[config.mk]
export PLATFORM = sky130hd
export DESIGN_NAME = gerador_frequencia_flat
export DESIGN_NICKNAME = d
export VERILOG_FILES = /design/src/rtl/gerador_frequencia_if.sv /design/src/rtl/gerador_frequencia.sv /design/src/flat_wrapper.sv
export SDC_FILE = /design/constraint.sdc
export NUM_CORES = 1
export LEC_CHECK = 0
export ABC_AREA = 1
export BUFFER_PORTS_ARGS = -buffer_cell sky130_fd_sc_hd__buf_4
export CAP_MARGIN = 20
export CORE_MARGIN = 1
export CORE_UTILIZATION = 33
export DETAILED_ROUTE_END_ITERATION = 16
export GPL_TIMING_DRIVEN = 0
export SETUP_SLACK_MARGIN = 0.02
export SYNTH_ARGS = -nofsm -noshare
export SYNTH_HDL_FRONTEND = slang
export SYNTH_SLANG_ARGS = --single-unit
[constraint.sdc]
create_clock -name clk -period 2.8 [get_ports clk]
set_clock_uncertainty 0.15 [all_clocks]
set_input_delay 0.14 -clock clk [delete_from_list [all_inputs] [get_ports clk]]
set_output_delay 0.14 -clock clk [all_outputs]
set_load 0.02 [all_outputs]
[src/rtl/gerador_frequencia_if.sv]
// Control/status bundle of the square-wave generator: BCD load request, enable,
// and the generated wave with its load status.
interface gerador_frequencia_if;
    logic        carregar;
    logic [3:0]  dig_5;
    logic [3:0]  dig_4;
    logic [3:0]  dig_3;
    logic [3:0]  dig_2;
    logic [3:0]  dig_1;
    logic        habilitar;
    logic        saida;
    logic        ocupado;
    logic        erro;
    logic [16:0] freq_ativa;

    modport master (
        output carregar, dig_5, dig_4, dig_3, dig_2, dig_1, habilitar,
        input  saida, ocupado, erro, freq_ativa
    );

    modport slave (
        input  carregar, dig_5, dig_4, dig_3, dig_2, dig_1, habilitar,
        output saida, ocupado, erro, freq_ativa
    );
endinterface

[src/rtl/gerador_frequencia.sv]
// Square-wave generator: five BCD digits (Hz) are converted to binary over five
// cycles, validated, then drive a fractional accumulator that toggles saida.
module gerador_frequencia #(
    parameter int unsigned CLK_HZ = 1000000,
    parameter int unsigned ACC_W  = 21
) (
    input  logic                  clk,
    input  logic                  limpar_n,
    gerador_frequencia_if.slave   bus
);

    typedef enum logic [1:0] {
        OCIOSO,
        CONVERTE,
        VALIDA
    } estado_t;

    localparam logic [ACC_W:0] LIMITE = (ACC_W+1)'(CLK_HZ);

    estado_t          estado_q;
    logic [2:0]       idx_q;
    logic [19:0]      digs_q;
    logic             inv_q;
    logic [16:0]      bin_q;
    logic [16:0]      bin_d;
    logic             ocupado_q;
    logic             erro_q;
    logic [16:0]      freq_q;
    logic [ACC_W-1:0] acc_q;
    logic [ACC_W-1:0] acc_d;
    logic             saida_q;
    logic             saida_d;
    logic [ACC_W:0]   soma;
    logic             aceita;

    // Captured digits shift left one nibble per step, so the next digit is always on top.
    always_comb begin
        bin_d  = 17'(bin_q * 17'd10) + {13'd0, digs_q[19:16]};
        aceita = (estado_q == VALIDA) && !inv_q && ((32'(bin_q) << 1) <= CLK_HZ);
    end

    // One extra bit on the sum keeps the threshold compare free of wrap-around.
    always_comb begin
        soma    = {1'b0, acc_q} + (ACC_W+1)'({freq_q, 1'b0});
        acc_d   = '0;
        saida_d = 1'b0;
        if (bus.habilitar && (freq_q != '0)) begin
            if (aceita) begin
                acc_d   = '0;
                saida_d = saida_q;
            end else if (soma >= LIMITE) begin
                acc_d   = ACC_W'(soma - LIMITE);
                saida_d = ~saida_q;
            end else begin
                acc_d   = soma[ACC_W-1:0];
                saida_d = saida_q;
            end
        end
    end

    // NOTE: sequential state uses non-blocking assignments only, so every register
    // samples the pre-edge values regardless of statement order.
    always_ff @(posedge clk or negedge limpar_n) begin
        if (!limpar_n) begin
            estado_q  <= OCIOSO;
            idx_q     <= '0;
            digs_q    <= '0;
            inv_q     <= 1'b0;
            bin_q     <= '0;
            ocupado_q <= 1'b0;
            erro_q    <= 1'b0;
            freq_q    <= '0;
            acc_q     <= '0;
            saida_q   <= 1'b0;
        end else begin
            acc_q   <= acc_d;
            saida_q <= saida_d;
            unique case (estado_q)
                OCIOSO: begin
                    if (bus.carregar) begin
                        digs_q    <= {bus.dig_5, bus.dig_4, bus.dig_3, bus.dig_2, bus.dig_1};
                        inv_q     <= (bus.dig_5 > 4'd9) || (bus.dig_4 > 4'd9) ||
                                     (bus.dig_3 > 4'd9) || (bus.dig_2 > 4'd9) ||
                                     (bus.dig_1 > 4'd9);
                        bin_q     <= '0;
                        idx_q     <= 3'd5;
                        ocupado_q <= 1'b1;
                        estado_q  <= CONVERTE;
                    end
                end
                CONVERTE: begin
                    bin_q  <= bin_d;
                    digs_q <= {digs_q[15:0], 4'd0};
                    idx_q  <= idx_q - 3'd1;
                    if (idx_q == 3'd1) begin
                        estado_q <= VALIDA;
                    end
                end
                VALIDA: begin
                    ocupado_q <= 1'b0;
                    estado_q  <= OCIOSO;
                    if (aceita) begin
                        freq_q <= bin_q;
                        erro_q <= 1'b0;
                    end else begin
                        erro_q <= 1'b1;
                    end
                end
                default: estado_q <= OCIOSO;
            endcase
        end
    end

    assign bus.saida      = saida_q;
    assign bus.ocupado    = ocupado_q;
    assign bus.erro       = erro_q;
    assign bus.freq_ativa = freq_q;

endmodule

[src/flat_wrapper.sv]
// flat-port wrapper written by rule: the top's interface ports become plain ports
module gerador_frequencia_flat 
#(
    parameter int unsigned CLK_HZ = 1000000,
    parameter int unsigned ACC_W  = 21
)
  (clk, limpar_n, bus_carregar, bus_dig_5, bus_dig_4, bus_dig_3, bus_dig_2, bus_dig_1, bus_habilitar, bus_saida, bus_ocupado, bus_erro, bus_freq_ativa);
  gerador_frequencia_if bus_i ();
  input  logic clk;
  input  logic limpar_n;
  input wire logic [$bits(bus_i.carregar)-1:0] bus_carregar;
  input wire logic [$bits(bus_i.dig_5)-1:0] bus_dig_5;
  input wire logic [$bits(bus_i.dig_4)-1:0] bus_dig_4;
  input wire logic [$bits(bus_i.dig_3)-1:0] bus_dig_3;
  input wire logic [$bits(bus_i.dig_2)-1:0] bus_dig_2;
  input wire logic [$bits(bus_i.dig_1)-1:0] bus_dig_1;
  input wire logic [$bits(bus_i.habilitar)-1:0] bus_habilitar;
  output wire logic [$bits(bus_i.saida)-1:0] bus_saida;
  output wire logic [$bits(bus_i.ocupado)-1:0] bus_ocupado;
  output wire logic [$bits(bus_i.erro)-1:0] bus_erro;
  output wire logic [$bits(bus_i.freq_ativa)-1:0] bus_freq_ativa;
  assign bus_i.carregar = bus_carregar;
  assign bus_i.dig_5 = bus_dig_5;
  assign bus_i.dig_4 = bus_dig_4;
  assign bus_i.dig_3 = bus_dig_3;
  assign bus_i.dig_2 = bus_dig_2;
  assign bus_i.dig_1 = bus_dig_1;
  assign bus_i.habilitar = bus_habilitar;
  assign bus_saida = bus_i.saida;
  assign bus_ocupado = bus_i.ocupado;
  assign bus_erro = bus_i.erro;
  assign bus_freq_ativa = bus_i.freq_ativa;
  gerador_frequencia #(.CLK_HZ(CLK_HZ), .ACC_W(ACC_W)) u_core (.clk(clk), .limpar_n(limpar_n), .bus(bus_i));
endmodule
## Word-level counts from Yosys, hierarchy flattened

Index checks and enable logic that the tools add are counted.

- Multipliers: 1
- Bitwise gates (word level): 1
- Reduce and logical (&&, ||, !) cells: 18
- Mux-type cells: 18
- Order comparisons: 7
- Add/sub/neg operators: 4
- Equal/unequal tests: 7

Operators by type and width:

| kind | number |
|---|---|
| 21-bit 2-to-1 mux | 3 |
| 20-bit case mux with 2 select lines | 1 |
| 17-bit case mux with 2 select lines | 1 |
| 21-bit by 18-bit adder with 22-bit output | 1 |
| 22-bit by 20-bit greater-or-equal comparator with 1-bit output, second input constant | 1 |
| 21-bit by 20-bit subtractor with 21-bit output, second input constant | 1 |
| 4-bit greater-than comparator, second input constant | 5 |
| 18-bit by 20-bit less-or-equal comparator with 1-bit output, second input constant | 1 |
| 20-bit 2-to-1 mux | 1 |
| 17-bit by 4-bit adder with 17-bit output | 1 |
| 17-bit by 3-bit multiplier with 16-bit output, second input constant | 1 |
| 17-bit 2-to-1 mux | 1 |
| 17-bit nonzero test | 1 |
| 2-bit AND reduction | 6 |
| 2-bit != test, second input constant | 3 |
| 3-bit case mux with 2 select lines | 1 |
| 1-bit 2-to-1 mux | 5 |
| 1-bit logical OR | 4 |
| 2-bit 2-to-1 mux | 2 |
| 2-bit case mux with 2 select lines | 1 |
| 2-bit nonzero test | 2 |
| 3-bit by 1-bit == test with 1-bit output, second input constant | 1 |
| 1-bit logical AND | 3 |
| 3-bit 2-to-1 mux | 1 |
| 8 further kinds | 8 |

- Output and inout bits: 20
- Word-level logic and storage cells: 66
- Input bits: 24
- Flip-flop bits (word level): 84

## Depth between registers and ports, before layout

Gate-level depths: netlist (run 1).

- Word-level depth: 5
- Gate-level depth with buffers: 20
- Mapped depth without buffers: 20

## Worst setup path after synthesis (run 1)

OpenSTA, ideal clock, no wires.

- Path type: register -> register
- Start point: register u_core.bin_q[1]
- End point: register u_core.bin_q[16]
- Setup slack: -0.178 ns
- Path buffers: 0
- Stages on the path, launching flop included: 16
- Data arrival time: 2.710 ns
- Period minus slack after synthesis: 2.978 ns
- Required time: 2.532 ns
- Library setup time: 0.118 ns
- Path through: dfrtp_1 -> ha_1 -> ha_1 -> fa_1 -> xor2_1 -> inv_1 -> nor3b_1 -> nand2_1 -> nor2_1 -> nand3_1 -> nor2_1 -> nand3_1 -> nor2_1 -> nand2_1 -> nand3_1 -> nand2_1

- Word-level cells in the longest chain between the ends: 3

Ends and longest elaborated chain:

| item | RTL line | RTL |
|---|---|---|
| from (decl) | gerador_frequencia.sv:24 | `logic [16:0] bin_q;` |
| from (signal assigned) | gerador_frequencia.sv:92 | `bin_q <= bin_d;` |
| 17-bit by 3-bit multiplier with 16-bit output | gerador_frequencia.sv:38 | `bin_d = 17'(bin_q * 17'd10) + {13'd0, digs_q[19:16]};` |
| 17-bit by 4-bit adder with 17-bit output | gerador_frequencia.sv:38 |  |
| 17-bit case mux with 2 select lines | gerador_frequencia.sv:78 | `unique case (estado_q)` |

No other way between the ends.
A chain may end at the register's enable or synchronous reset.

## Final worst setup path (run 1)

- Start point: register u_core.freq_q[4] (netlist: u_core.bus.freq_ativa[4])
- End point: register u_core.acc_q[10]

- Word-level cells in the longest chain between the ends: 5
- Elaborated cells on any way between the ends: 8
- Those cells by class: add/sub (2); order compare (1); mux (3); reduce/logical (2)

Ends and longest elaborated chain:

| item | RTL line | RTL |
|---|---|---|
| from (decl) | gerador_frequencia.sv:28 | `logic [16:0] freq_q;` |
| from (signal assigned) | gerador_frequencia.sv:103 | `freq_q <= bin_q;` |
| 21-bit by 18-bit adder with 22-bit output | gerador_frequencia.sv:44 | `soma = {1'b0, acc_q} + (ACC_W+1)'({freq_q, 1'b0});` |
| 21-bit by 20-bit subtractor with 21-bit output or 22-bit by 20-bit greater-or-equal comparator with 1-bit output (tied branches) | gerador_frequencia.sv:52, gerador_frequencia.sv:51 |  |
| 21-bit 2-to-1 mux | gerador_frequencia.sv:51 | `end else if (soma >= LIMITE) begin` |
| 21-bit 2-to-1 mux | gerador_frequencia.sv:48 | `if (aceita) begin` |
| 21-bit 2-to-1 mux * | gerador_frequencia.sv:47 | `if (bus.habilitar && (freq_q != '0)) begin` |
| named net u_core.acc_d[10] | gerador_frequencia.sv:30 | `logic [ACC_W-1:0] acc_d;` |
| to (signal assigned) | gerador_frequencia.sv:73 | `acc_q <= '0;` |
| to (signal assigned) | gerador_frequencia.sv:76 | `acc_q <= acc_d;` |
| to (decl) | gerador_frequencia.sv:29 | `logic [ACC_W-1:0] acc_q;` |

The timed path passes the listed nets; every way through them passes the cells marked *.

==> impl_metrics.tcl, run 1 <==
set metrics [dict create \
    core-area_sq_um 18000 \
    synth_fa_ha_area_frac 0.110 \
    viasPerCell 4.98 \
    timing.rr.start "u_core.bus.freq_ativa[4]" \
    synth_edf_count 0 \
    fmax_ghz 0.345 \
    synth-seq-cells 83 \
    io_buffers 43 \
    async_reset_ff_frac 1.00 \
    synth_top_family_by_area "simple AND/OR/NAND/NOR gates" \
    h-tree-depth 3 \
    wl_per_cell_microns 14.5 \
    setup-tns-final_ns -1.11 \
    die_x_microns 138 \
    cts.path.max_buffers 2 \
    setup_viol 20 \
    final_nets 1064 \
    first_pass_iters 6 \
    maxCapViolCount 0 \
    rr_worst_depth 17 \
    final_cell_mix "nand2_1 (214), inv_1 (121), buf_4 (81)" \
    synth_cells 865 \
    whs_endpoint "u_core.acc_q[2]" \
    dpl.hpwl_mm 12.2 \
    grt_pass1_vias 5709 \
    yosysUniqueCellTypes 38 \
    cts.sinks 83 \
    synth-xor-area-share 0.0343 \
    synth-simple-area-share 0.308 \
    endpoint_kind "flip-flop" \
    grtUsageTotal 0.190 \
    seq_area_frac_synth 0.341 \
    drt_iter0_drc 371 \
    hold_path_class "input pin to flip-flop" \
    period_share 1.04 \
    overflow 0 \
    synth_flop_cell "dfrtp_1" \
    wl_mm 17.7 \
    numCtsBuffers 9 \
    row_count 49 \
    num-fill-cells 1787 \
    drive_above_1_share 0.305 \
    grt_pass1_wl_mm 28.0 \
    ys_warn_count 0 \
    reg2reg_to "u_core.acc_q[10]" \
    clk_latency_ns 0.35 \
    initial_core_util 0.338 \
    route.vias.total 6087 \
    io_pins 44 \
    layout.cells.non_filler 1222 \
    layout_min_cycle_time_ns 2.90 \
    mostFrequentLayoutCell "nand2_1" \
    antenna_found_initial 0 \
    path_max_fanout 7 \
    status "finished with violations" \
    cts_tree "done" \
    fin_util 0.477 \
    tightest_slew_ns 0.817 \
    critPathArrivalTime_ns 3.02 \
    die_height_microns 138 \
    numPlacedInstances 1137 \
    hold_path_depth 3 \
    die_area_sq_um 19000 \
    hold_path_startpoint "bus_habilitar" \
    reg2reg_slack_ns -0.1 \
    synth_nets 941 \
    synth_compound_area_frac 0.112 \
    syn_to_final_growth_pct 41.0 \
    cp-start-kind "flip-flop" \
    max-slew-margin-rel 0.454 \
    muxShareOfSynthArea 0 \
    syn_avg_cell_area_sq_um 7.05 \
    violations "setup timing" \
    hold_violations 0 \
    grt_max_degree 84 \
    criticalPathCategory "flip-flop to flip-flop" \
    rsz0062_at_grt "true" \
    root_buffer "clkbuf_16" \
    synth_area_sq_um 6100 \
    cp_data_required_time_ns 2.92 \
    clk_pin_slew_ns 0.07 \
    worst_slack_ns -0.0999 \
    diodes 0 \
    gp_congestion 0.875 \
    drv_slew 0 \
    postRouteAntennaNets 0 \
    drc 0 \
]
per-layer routing:
layer	vias up	GRT usage	part of all wire
met4	0	0.0495	0.017
li1	3036	-	-
met1	2879	0.252	0.45
met5	-	0	0
met2	142	0.320	0.49
met3	30	0.0303	0.043
worst max path at each step:
stage / from / to / cells past startpoint
4_1_cts: u_core.bin_q[1] / u_core.bin_q[16] / 15
3_3_place_gp: u_core.bus.freq_ativa[0] / u_core.acc_q[10] / 17
5_1_grt: u_core.bin_q[3] / u_core.bin_q[16] / 15
2_1_floorplan: u_core.bin_q[1] / u_core.bin_q[16] / 15
3_5_place_dp: u_core.bus.freq_ativa[0] / u_core.acc_q[10] / 17
6_report: u_core.bus.freq_ativa[4] / u_core.acc_q[10] / 17
cell usage after synthesis (2+ instances only):
master / number / share of area
a21oi_1: 32 / 0.026
a221oi_1: 4 / 0.0057
and2_1: 2 / 0.0021
buf_6: 2 / 0.0037
clkbuf_1: 15 / 0.0092
dfrtp_1: 83 / 0.34
fa_1: 3 / 0.0098
ha_1: 49 / 0.10
inv_1: 124 / 0.076
inv_2: 8 / 0.0049
nand2_1: 260 / 0.16
nand2_2: 8 / 0.0082
nand3_1: 58 / 0.048
nand3_2: 4 / 0.0066
nand3_4: 2 / 0.0057
nand4_1: 11 / 0.011
nor2_1: 65 / 0.040
nor2_2: 4 / 0.0041
nor2_4: 3 / 0.0055
nor3_1: 11 / 0.0090
nor4_1: 4 / 0.0041
o211ai_1: 9 / 0.011
o21ai_0: 54 / 0.044
o21ai_1: 5 / 0.0041
o22ai_1: 10 / 0.010
o32ai_1: 3 / 0.0043
xnor2_1: 7 / 0.010
xor2_1: 15 / 0.022
what timing repair did:
item / CTS / global route
buffers inserted: 29 / 20
endpoints found under the hold margin: 99 / 0
pin swaps: 43 / 54
hold buffers: 17 / 0
setup endpoints to repair: 24 / 25
resized for setup: 118 / 101
cloned: 3 / 0
area by class of cell:
class                   instances  area (sq um)  area share
multi-input cells             633          4370       0.508
flip-flops and latches         83          2090       0.244
clock buffers                  10           239      0.0278
well taps                     229           287      0.0333
clock inverters                 6          56.3     0.00655
inverters                     133           499      0.0580
plain buffers                  17          86.3      0.0100
repair buffers                111           966       0.112
cells by family (layout without fill, tap and decap cells):
group	Yosys count	in the layout
buf+inv	150	277
fa+ha+maj	52	52
xor+xnor	23	23
flops	83	83
compound gates	122	122
simple gates	435	436
worst max-delay path, cell delays in order, from the launching register on:
cell and delay, ns:
dfrtp_2 0.45, ha_4 0.30, nand2_1 0.10, nor2_1 0.17, nand2_1 0.09, nand3_1 0.10
nand2_1 0.07, nand2_2 0.16, inv_2 0.09, ha_4 0.17, nand4_1 0.15, nor2_2 0.06
nand3_4 0.10, nand3_4 0.18, buf_6 0.20, nand3_2 0.05, nand2_1 0.06, nor2_2 0.17
sequential cells by signal (all words and copies together) (netlist names):
signal and flops:
u_core.bin_q 17, u_core.bus.ocupado 1, u_core.estado_q 2, u_core.acc_q 20, u_core.idx_q 3, u_core.digs_q 20, u_core.bus.erro 1, u_core.bus.saida 1
u_core.inv_q 1, u_core.bus.freq_ativa 17
stage by stage:
| stage | setup WS (ns) | cell area (sq um) | hold slack, ns |
|---|---|---|---|
| 4_1_cts | -0.102 | 8000 | 0.0159 |
| 3_3_place_gp | -0.325 | 6740 | 0.218 |
| 5_1_grt | -0.284 | 8600 | 0.0303 |
| 2_1_floorplan | 0.00859 | 6130 | -0.306 |
| 6_report | -0.0999 | 8600 | 0.0172 |
| 3_5_place_dp | -0.348 | 6740 | 0.210 |
Power of run 1 is left out: the tool's default activity adds up to more than one toggle a clock period on the data nets, which glitch-free logic cannot reach.
==> run 2, diff against run 1 <==
clock period = 3.7 ns   (was 2.8 ns; I/O delays follow)
==> run 2 against run 1 <==
Effect of this change: the run now ends clean; clock-buffer cell count down 1; worst setup slack better by 0.42 ns; register-to-register slack better by 0.42 ns; fmax down 14%; non-clock buffer count down 52; critical path depth down 2; cell area down 16%; global-route usage down 1.7 points; wire length down 12%; die area unchanged; critical path type unchanged.
==> impl_metrics.tcl, run 2 (synthesized netlist as in run 1, its figures left out) <==
set metrics [dict create \
    status "finished clean" \
    grt_pass1_wl_mm 25.1 \
    fmax_ghz 0.296 \
    hold_path_depth 3 \
    hold_ws_ns 0.00960 \
    cts.sinks 83 \
    tightest_slew_ns 0.828 \
    cp-start-kind "flip-flop" \
    dpl.hpwl_mm 12.1 \
    period_share 0.914 \
    io_buffers 43 \
    wl_per_cell_microns 13.3 \
    reg2reg_slack_ns 0.32 \
    diodes 0 \
    initial_core_util 0.338 \
    hold_violations 0 \
    grtUsageTotal 0.173 \
    core-area_sq_um 18000 \
    clk_latency_ns 0.36 \
    fin_util 0.400 \
    criticalPathCategory "flip-flop to flip-flop" \
    rsz0062_at_grt "false" \
    syn_to_final_growth_pct 18.2 \
    endpoint_kind "flip-flop" \
    final_cell_mix "nand2_1 (260), inv_1 (124), dfrtp_1 (83)" \
    max-slew-margin-rel 0.446 \
    rr_worst_depth 15 \
    mostFrequentLayoutCell "nand2_1" \
    hold_path_class "input pin to flip-flop" \
    die_x_microns 138 \
    cts_tree "done" \
    worst_slack_ns 0.317 \
    numCtsBuffers 9 \
    drc 0 \
    wl_mm 15.6 \
    clk_pin_slew_ns 0.07 \
    grt_pass1_vias 5162 \
    whs_endpoint "u_core.digs_q[19]" \
    maxCapViolCount 0 \
    cp_data_required_time_ns 3.79 \
    route.vias.total 5635 \
    row_count 49 \
    hold_path_startpoint "bus_dig_5[3]" \
    pre_cts_ws_ns 0.258 \
    timing.rr.start "u_core.bin_q[1]" \
    first_pass_iters 6 \
    setup_viol 0 \
    antenna_found_initial 0 \
    io_pins 44 \
    cts_setup_buffers 0 \
    critPathArrivalTime_ns 3.48 \
    postRouteAntennaNets 0 \
    num-fill-cells 1931 \
    reg2reg_to "u_core.bin_q[16]" \
    path_max_fanout 4 \
    final_nets 1011 \
    drv_slew 0 \
    crit_path_start "u_core.bin_q[1]" \
    die_area_sq_um 19000 \
    viasPerCell 4.82 \
    layout_min_cycle_time_ns 3.38 \
    gp_congestion 0.869 \
    drive_above_1_share 0.0989 \
    h-tree-depth 3 \
    drt_iter0_drc 309 \
    die_height_microns 138 \
    overflow 0 \
    setup-tns-final_ns 0 \
    cts.path.max_buffers 2 \
    root_buffer "clkbuf_16" \
    reg.largest.list "u_core.acc_q: 20 flops, u_core.digs_q: 20 flops" \
    grt_max_degree 84 \
]
==> run 2: changes by cell type in the layout (fill, tap and decap cells not counted), sizes merged <==
cell         before  now
clkinvlp          1    0
nand3            65   64
clkbuf           25   24
bufinv            0    1
buf              96   46
clkinv            2    3
dlygate4sd3      17   15
==> run 2: timing repair <==
item                                    in CTS  in global routing
hold endpoints to repair                    97                  0
hold buffers                                15                  0
endpoints found under the setup margin       0                  1
gates resized for setup                      0                  1
==> run 2: worst max path at each step <==
| stage | endpoint | cells after the start |
|---|---|---|
| 6_report | u_core.bin_q[16] | 15 |
| 4_1_cts | u_core.acc_q[10] | 17 |
| 3_5_place_dp | u_core.acc_q[10] | 17 |
| 3_3_place_gp | u_core.acc_q[10] | 17 |
| 5_1_grt | u_core.bin_q[16] | 15 |
| 2_1_floorplan | u_core.bin_q[16] | 15 |
==> run 2: final cells by class <==
class	count	area, sq um	share of cell area
multi-input combinational	632	3450	0.478
sequential	83	2080	0.288
timing repair buffer	59	500	0.0694
inverter	133	499	0.0693
tap	229	287	0.0398
clock buffer	9	225	0.0312
clock inverter	7	92.6	0.0128
buffer	17	78.8	0.0109
==> run 2: critical path, cell delays in order, from the launching register on <==
cell	delay, ns
dfrtp_1	0.44
ha_1	0.32
ha_1	0.22
fa_1	0.43
xor2_1	0.23
inv_1	0.08
nor3b_1	0.30
nand2_1	0.12
nor2_1	0.18
nand3_1	0.14
nor2_1	0.22
nand3_1	0.14
nor2_1	0.12
nand2_1	0.06
nand3_1	0.08
nand2_1	0.05
==> run 2: per-stage QoR <==
step,cells,area [sq um]
finish,1169,7210
global route,1169,7210
CTS,1168,7180
detailed placement,1137,6710
global placement,1137,6710
floorplan,865,6100
==> run 2: per-layer routing <==
metal / vias up / part of all wire / GRT usage
met4: 0 / 0.016 / 0.0477
met1: 2545 / 0.48 / 0.233
met5: - / 0 / 0
met3: 20 / 0.051 / 0.0322
li1: 2929 / - / -
met2: 141 / 0.45 / 0.283
Power of run 2 is left out for the same reason.
